### config.mk
export PLATFORM = sky130hd
export DESIGN_NAME = wr_ptr_level_ctrl_flat
export DESIGN_NICKNAME = d
export VERILOG_FILES = /design/src/rtl/wr_ptr_level_ctrl_if.sv /design/src/rtl/wr_ptr_level_ctrl.sv /design/src/flat_wrapper.sv
export SDC_FILE = /design/constraint.sdc
export NUM_CORES = 1
export LEC_CHECK = 0
export ABC_AREA = 1
export BUFFER_PORTS_ARGS = -buffer_cell sky130_fd_sc_hd__clkbuf_2
export CAP_MARGIN = 20
export CORE_MARGIN = 4
export CORE_UTILIZATION = 40
export CTS_CLUSTER_DIAMETER = 50
export CTS_CLUSTER_SIZE = 25
export DETAILED_ROUTE_END_ITERATION = 10
export GPL_TIMING_DRIVEN = 0
export SLEW_MARGIN = 20
export SYNTH_ARGS = -nofsm -noshare
export SYNTH_HDL_FRONTEND = slang
export SYNTH_SLANG_ARGS = --single-unit
### constraint.sdc
create_clock -name wr_clk -period 3.2 [get_ports wr_clk]
set_clock_uncertainty 0.1 [all_clocks]
set_input_delay 0 -clock wr_clk [delete_from_list [all_inputs] [get_ports wr_clk]]
set_output_delay 0 -clock wr_clk [all_outputs]
set_load 0.05 [all_outputs]
### src/rtl/wr_ptr_level_ctrl_if.sv
// Write-side bundle of the async FIFO pointer controller: client requests and
// read-pointer inputs in, address/pointer/flags out.
interface wr_ptr_level_ctrl_if #(
   parameter int ADDR_WIDTH = 5
);
   logic                  wr_en;
   logic [ADDR_WIDTH:0]   sync_read_ptr;
   logic [ADDR_WIDTH:0]   afull_thresh;
   logic                  ovf_clr;
   logic [ADDR_WIDTH-1:0] wr_address;
   logic [ADDR_WIDTH:0]   wr_ptr;
   logic                  wr_full;
   logic                  wr_almost_full;
   logic [ADDR_WIDTH:0]   wr_level;
   logic                  wr_ack;
   logic                  wr_overflow;

   modport master (
      output wr_en, sync_read_ptr, afull_thresh, ovf_clr,
      input  wr_address, wr_ptr, wr_full, wr_almost_full, wr_level, wr_ack, wr_overflow
   );

   modport slave (
      input  wr_en, sync_read_ptr, afull_thresh, ovf_clr,
      output wr_address, wr_ptr, wr_full, wr_almost_full, wr_level, wr_ack, wr_overflow
   );
endinterface

### src/rtl/wr_ptr_level_ctrl.sv
// Write-domain pointer and flag controller for an async dual-clock FIFO.
// Produces the RAM write address, the Gray write pointer and full/level/ack/overflow status.
module wr_ptr_level_ctrl #(
   parameter int ADDR_WIDTH = 5
) (
   input  logic              wr_clk,
   input  logic              reset,
   wr_ptr_level_ctrl_if.slave bus
);
   localparam int PW = ADDR_WIDTH + 1;

   function automatic logic [PW-1:0] bin2gray(input logic [PW-1:0] b);
      return b ^ (b >> 1);
   endfunction

   // Prefix XOR from the MSB down recovers the binary value.
   function automatic logic [PW-1:0] gray2bin(input logic [PW-1:0] g);
      logic [PW-1:0] b;
      b[PW-1] = g[PW-1];
      for (int i = PW - 2; i >= 0; i--) begin
         b[i] = b[i+1] ^ g[i];
      end
      return b;
   endfunction

   logic [PW-1:0] r_bin_ptr;
   logic [PW-1:0] r_gray_ptr;
   logic          r_full;
   logic          r_afull;
   logic [PW-1:0] r_level;
   logic          r_ack;
   logic          r_ovf;

   logic          w_push;
   logic [PW-1:0] w_bin_next;
   logic [PW-1:0] w_gray_next;
   logic [PW-1:0] w_rd_bin;
   logic [PW-1:0] w_level_next;
   logic          w_full_next;
   logic          w_afull_next;
   logic          w_ovf_next;

   // Next pointer and flag values; write and read-pointer advance fold into one step.
   always_comb begin
      w_push       = bus.wr_en & ~r_full;
      w_bin_next   = r_bin_ptr + {{(PW-1){1'b0}}, w_push};
      w_gray_next  = bin2gray(w_bin_next);
      w_rd_bin     = gray2bin(bus.sync_read_ptr);
      w_level_next = w_bin_next - w_rd_bin;
      // Full when the pointers differ only in the two Gray MSBs (one lap ahead).
      w_full_next  = (w_gray_next == {~bus.sync_read_ptr[PW-1:PW-2], bus.sync_read_ptr[PW-3:0]});
      w_afull_next = (w_level_next >= bus.afull_thresh);
      w_ovf_next   = (bus.wr_en & r_full) | (r_ovf & ~bus.ovf_clr);
   end

   // Pointer, flag and status registers.
   always_ff @(posedge wr_clk or posedge reset) begin
      if (reset) begin
         r_bin_ptr  <= {PW{1'b0}};
         r_gray_ptr <= {PW{1'b0}};
         r_full     <= 1'b0;
         r_afull    <= 1'b0;
         r_level    <= {PW{1'b0}};
         r_ack      <= 1'b0;
         r_ovf      <= 1'b0;
      end else begin
         r_bin_ptr  <= w_bin_next;
         r_gray_ptr <= w_gray_next;
         r_full     <= w_full_next;
         r_afull    <= w_afull_next;
         r_level    <= w_level_next;
         r_ack      <= w_push;
         r_ovf      <= w_ovf_next;
      end
   end

   assign bus.wr_address     = r_bin_ptr[ADDR_WIDTH-1:0];
   assign bus.wr_ptr         = r_gray_ptr;
   assign bus.wr_full        = r_full;
   assign bus.wr_almost_full = r_afull;
   assign bus.wr_level       = r_level;
   assign bus.wr_ack         = r_ack;
   assign bus.wr_overflow    = r_ovf;
endmodule

### src/flat_wrapper.sv
// flat-port wrapper written by rule: the top's interface ports become plain ports
module wr_ptr_level_ctrl_flat 
#(
   parameter int ADDR_WIDTH = 5
)
  (wr_clk, reset, bus_wr_en, bus_sync_read_ptr, bus_afull_thresh, bus_ovf_clr, bus_wr_address, bus_wr_ptr, bus_wr_full, bus_wr_almost_full, bus_wr_level, bus_wr_ack, bus_wr_overflow);
  wr_ptr_level_ctrl_if #(.ADDR_WIDTH(ADDR_WIDTH)) bus_i ();
  input  logic wr_clk;
  input  logic reset;
  input wire logic [$bits(bus_i.wr_en)-1:0] bus_wr_en;
  input wire logic [$bits(bus_i.sync_read_ptr)-1:0] bus_sync_read_ptr;
  input wire logic [$bits(bus_i.afull_thresh)-1:0] bus_afull_thresh;
  input wire logic [$bits(bus_i.ovf_clr)-1:0] bus_ovf_clr;
  output wire logic [$bits(bus_i.wr_address)-1:0] bus_wr_address;
  output wire logic [$bits(bus_i.wr_ptr)-1:0] bus_wr_ptr;
  output wire logic [$bits(bus_i.wr_full)-1:0] bus_wr_full;
  output wire logic [$bits(bus_i.wr_almost_full)-1:0] bus_wr_almost_full;
  output wire logic [$bits(bus_i.wr_level)-1:0] bus_wr_level;
  output wire logic [$bits(bus_i.wr_ack)-1:0] bus_wr_ack;
  output wire logic [$bits(bus_i.wr_overflow)-1:0] bus_wr_overflow;
  assign bus_i.wr_en = bus_wr_en;
  assign bus_i.sync_read_ptr = bus_sync_read_ptr;
  assign bus_i.afull_thresh = bus_afull_thresh;
  assign bus_i.ovf_clr = bus_ovf_clr;
  assign bus_wr_address = bus_i.wr_address;
  assign bus_wr_ptr = bus_i.wr_ptr;
  assign bus_wr_full = bus_i.wr_full;
  assign bus_wr_almost_full = bus_i.wr_almost_full;
  assign bus_wr_level = bus_i.wr_level;
  assign bus_wr_ack = bus_i.wr_ack;
  assign bus_wr_overflow = bus_i.wr_overflow;
  wr_ptr_level_ctrl #(.ADDR_WIDTH(ADDR_WIDTH)) u_core (.wr_clk(wr_clk), .reset(reset), .bus(bus_i));
endmodule
=== Word-level counts from Yosys, hierarchy flattened ===
Cells that the tools add are included.

* Reduce and logical (&&, ||, !) cells: 0
* Div/mod/pow operators: 0
* Multiplexer cells: 0
* Eq/ne operators: 1
* Bitwise gates (word level): 13
* Multiply operators: 0
* $lt $le $gt $ge: 1
* Shift operators: 0
* $add $sub $neg: 2

{| class="wikitable"
|+ Operators by type and width
! operator !! number
|-
| $add 6x1->6 || 1
|-
| $eq 6x6->1 || 1
|-
| $ge 6x6->1 || 1
|-
| $sub 6x6->6 || 1
|-
| $xor 6x5->6 || 1
|-
| $xor 1x1->1 || 5
|-
| $and 1x1->1 || 3
|-
| $not 1->1 || 2
|-
| $not 2->2 || 1
|-
| $or 1x1->1 || 1
|}

* ROM bits: 0
* Memories: 0
* Output and inout port bits: 21
* Word-level logic and storage cells: 24
* Register bits: 22
* Bits in latches: 0
* Input port bits: 16
* RAM bits: 0

=== Longest topological paths before layout ===
* Word-level depth: 7
* Gate-level depth with buffers: 22
* Mapped depth without buffers: 22

=== Worst setup path after synthesis ===
Ideal clock, no wire load.

* Path type: register -> register
* Start point: register u_core.r_full, in the netlist u_core.bus.wr_full
* End point: register u_core.r_afull, in the netlist u_core.bus.wr_almost_full
* Data required time: 2.961 ns
* Setup time: 0.139 ns
* Buffers on the path: 0
* Clock period less this slack: 3.304 ns
* Data arrival time: 3.065 ns
* Slack: -0.104 ns
* Stages on the path, launching flop included: 19
* Cells stage by stage: dfrtp_1 -> nor2_1 -> ha_1 -> ha_1 -> or2_4 -> nand2_4 -> inv_2 -> ha_1 -> nand2_1 -> o21a_1 -> o21ai_0 -> nand2_1 -> nand3_1 -> nand2_1 -> ha_1 -> nand2_1 -> inv_1 -> o211ai_1 -> o2111ai_1

* Cells in the longest elaborated chain, start to end: 5

{| class="wikitable"
|+ Ends and longest elaborated chain
! element !! RTL line !! text
|-
| start: declaration || wr_ptr_level_ctrl.sv:28 || <nowiki>logic r_full;</nowiki>
|-
| start signal: assignment || wr_ptr_level_ctrl.sv:69 || <nowiki>r_full <= w_full_next;</nowiki>
|-
| $not 1->1 || wr_ptr_level_ctrl.sv:45 || <nowiki>w_push = bus.wr_en & ~r_full;</nowiki>
|-
| $and 1x1->1 || wr_ptr_level_ctrl.sv:45 ||
|-
| named net u_core.w_push || wr_ptr_level_ctrl.sv:34 || <nowiki>logic w_push;</nowiki>
|-
| $add 6x1->6 || wr_ptr_level_ctrl.sv:46 || <nowiki>w_bin_next = r_bin_ptr + {{(PW-1){1'b0}}, w_push};</nowiki>
|-
| named net u_core.w_bin_next[2] || wr_ptr_level_ctrl.sv:35 || <nowiki>logic [PW-1:0] w_bin_next;</nowiki>
|-
| $sub 6x6->6 || wr_ptr_level_ctrl.sv:49 || <nowiki>w_level_next = w_bin_next - w_rd_bin;</nowiki>
|-
| named net u_core.w_level_next[5] || wr_ptr_level_ctrl.sv:38 || <nowiki>logic [PW-1:0] w_level_next;</nowiki>
|-
| $ge 6x6->1 || wr_ptr_level_ctrl.sv:52 || <nowiki>w_afull_next = (w_level_next >= bus.afull_thresh);</nowiki>
|-
| named net u_core.w_afull_next || wr_ptr_level_ctrl.sv:40 || <nowiki>logic w_afull_next;</nowiki>
|-
| end signal: assignment || wr_ptr_level_ctrl.sv:70 || <nowiki>r_afull <= w_afull_next;</nowiki>
|-
| end: declaration || wr_ptr_level_ctrl.sv:29 || <nowiki>logic r_afull;</nowiki>
|}

The timed path passes the listed nets, and every way through them passes these cells.

=== Worst setup path in the final report ===
* Start point: input port bus_wr_en
* End point: register u_core.r_afull, in the netlist u_core.bus.wr_almost_full

* Cells in the longest elaborated chain, start to end: 4

{| class="wikitable"
|+ Ends and longest elaborated chain
! element !! RTL line !! text
|-
| start: declaration || flat_wrapper.sv:10 || <nowiki>input wire logic [$bits(bus_i.wr_en)-1:0] bus_wr_en;</nowiki>
|-
| $and 1x1->1 || wr_ptr_level_ctrl.sv:45 ||
|-
| named net u_core.w_push || wr_ptr_level_ctrl.sv:34 ||
|-
| $add 6x1->6 || wr_ptr_level_ctrl.sv:46 ||
|-
| named net u_core.w_bin_next[2] || wr_ptr_level_ctrl.sv:35 ||
|-
| $sub 6x6->6 || wr_ptr_level_ctrl.sv:49 ||
|-
| named net u_core.w_level_next[3] || wr_ptr_level_ctrl.sv:38 ||
|-
| $ge 6x6->1 || wr_ptr_level_ctrl.sv:52 ||
|-
| named net u_core.w_afull_next || wr_ptr_level_ctrl.sv:40 ||
|}

The timed path passes the listed nets, and every way through them passes these cells.

==> qor.csv <==
metric;value;unit
Post-Syn Area;1330;µm²
critical path class;input pin to flop;
CTS Sinks;21;
largest area contributor in the netlist;dfrtp_1;
max cap viols;0;
Core ar.;3130;µm²
Layout area overhead;32.7;%
R2R Path End;u_core.bus.wr_almost_full;
R2R Setup Slk;230;ps
IO Port Bufs;36;
Final GP Congestion;0.782;
Crit Path Max Fanout;5;
Crit path arrival time;3060;ps
final period utilization;93.2;%
Yosys reg bits;21;
n_diodes;0;
Final min period;2980;ps
WHS Path Cells;5;
CP Data Required Time;3270;ps
die width;65.7;µm
most common library cells after synthesis;44 x nand2_1, 29 x inv_1, 21 x dfrtp_1;
Synth Instances;162;
nets;242;
Post-Route WL;2.81;mm
worst-margin pin slew;789;ps
clk root buf;clkbuf_4;
Yosys cell types;24;
final core occ;56.6;%
EDFF count, synth;0;
Routed Antenna Nets;0;
Avg Vias per Cell;4.60;
RSZ-0062 raised after global routing;false;
# DRC;0;
Hold EP;u_core.bus.wr_almost_full;
count leader, synth;nand2_1;
share of cells above drive strength 1;35.4;%
initial antenna violation count;0;
DP Worst Slack;-64.6;ps
Synthesis Warnings;0;
ys async rst share;100;%
CP Launch Type;input pin;
H-tree depth;1;
io pins;37;
Seq/Total Area, Yosys;39.4;%
r2r startpoint;u_core.bus.wr_full;
top cells by area, synth;dfrtp_1 39%, nand2_1 12%, ha_1 11%;
Most used DFF post-synth;dfrtp_1;
Peak Freq;335;MHz
die height;65.7;µm
Min-Delay Startpoint;bus_afull_thresh[5];
Total GRT Usage;13.8;%
Hold Path Class;input pin to flop;
Initial Util;42.6;%
endpoints failing hold;0;
final slew viol count;0;
TritonRoute pass-1 iters;4;
Worst R2R Path Depth;17;
mean routed wirelength per cell;11.0;µm
Clock transition at path regs;120;ps
status;finished clean;
mean post-synth cell area;8.23;µm²
first-pass GRT wire length;4.66;mm
Max Buffers Root-to-Sink;2;
Clk Latency, worst-skew pair;300;ps
Setup crit end kind;flop;
Final setup viols;0;
largest net degree at the start of global routing;22;
post-synth net total;191;
setup TNS;0;ps
vias after detailed routing;1178;
HPWL after detailed placement;2.18;mm
fin worst setup slack;219;ps
grt ovf;0;
TritonCTS buffer count;3;
DRT iter0 DRCs;27;
share of the synthesized area in the top cell type;39.4;%
CTS tree;yes;
DIE AREA;4320;µm²
Max-slew headroom;47.3;%
std cell rows;20;
number of global-route vias before repair;1129;
-- what timing repair did --
item / 4_1_cts / 5_1_grt
pin swaps: 1 / 11
hold buffers: 7 / 0
cloned: 0 / 0
buffers inserted: 1 / 3
endpoints found under the hold margin: 25 / 0
gates resized for setup: 3 / 20
setup endpoints to repair: 1 / 1
-- worst max-delay path, stage by stage --
cell and delay, ps:
dlygate4sd3_1 530, clkbuf_2 110, inv_1 90, nor2_4 40
ha_2 190, ha_4 180, or2_4 230, nand2_4 90
inv_2 70, ha_4 280, nand2_1 50, o21a_1 190
buf_4 140, xnor2_1 140, inv_1 90, ha_1 290
nand2_1 80, inv_1 50, o211ai_1 80, o2111ai_1 130
-- placed cells by master, fill, tap and decap left out, drive strengths merged --
cell           n
nand2         52
clkbuf        37
inv           31
dfrtp         21
ha            12
nand3         11
nor2           8
xor2           7
buf            6
a21oi          5
dlygate4sd3    5
nand4          4
xnor2          2
dlymetal6s4s   2
o21ai          2
o21a           1
or2            1
nand3b         1
o211ai         1
o2111ai        1
fa             1
clkinv         1
-- area by class of cell --
cell class	instances	area (µm²)
Buffer	1	11.3
Clock buffer	3	22.5
Clock inverter	1	5.00
Fill cell	306	1360
Inverter	31	116
Multi-Input combinational cell	109	747
Sequential cell	21	527
Tap cell	44	55.1
Timing Repair Buffer	46	287
-- metrics by stage --
stage / hold WS (ps) / cells / cell area (µm²)
5_1_grt: 36.5 / 256 / 1770
4_1_cts: 23.5 / 254 / 1680
2_1_floorplan: -124 / 162 / 1340
6_report: 26.6 / 256 / 1770
3_3_place_gp: 79.3 / 242 / 1570
3_5_place_dp: 82.0 / 242 / 1570
-- kinds of logic after synthesis --
logic type | share of synthesized area [%]
DFF | 39.4
and+or+nand+nor | 27.4
xor gates and xnor gates | 6.47
AOI/OAI and AO/OA | 4.41
adders and majority gates | 12.8
buffers and inverters | 9.57
-- routing by layer --
layer | up-vias | global-route usage (%) | wire length, µm
met1 | 550 | 15.7 | 1200
met2 | 23 | 25.8 | 1460
met5 | - | 0 | 0
met4 | 0 | 3.89 | 19
li1 | 603 | - | -
met3 | 2 | 2.56 | 128
-- state kept, by name, summed over array words and instances (netlist names) --
name	flops
u_core.bus.wr_ack	1
u_core.bus.wr_almost_full	1
u_core.bus.wr_full	1
u_core.bus.wr_level	6
u_core.bus.wr_overflow	1
u_core.bus.wr_ptr	5
u_core.r_bin_ptr	6
-- worst max-delay path by stage --
stage                               startpoint                        end  slack (ps)  cells after the start
after global routing                 bus_wr_en  u_core.bus.wr_almost_full           8                     22
after detailed placement    u_core.bus.wr_full  u_core.bus.wr_almost_full         -60                     19
final                                bus_wr_en  u_core.bus.wr_almost_full         220                     20
after CTS                 bus_sync_read_ptr[4]  u_core.bus.wr_almost_full          20                     23
after floorplan            u_core.r_bin_ptr[0]  u_core.bus.wr_almost_full           4                     17
after global placement      u_core.bus.wr_full  u_core.bus.wr_almost_full          30                     18
Power is not shown: default switching activity piles up to over one toggle a cycle in this logic, so the estimate is an artifact.
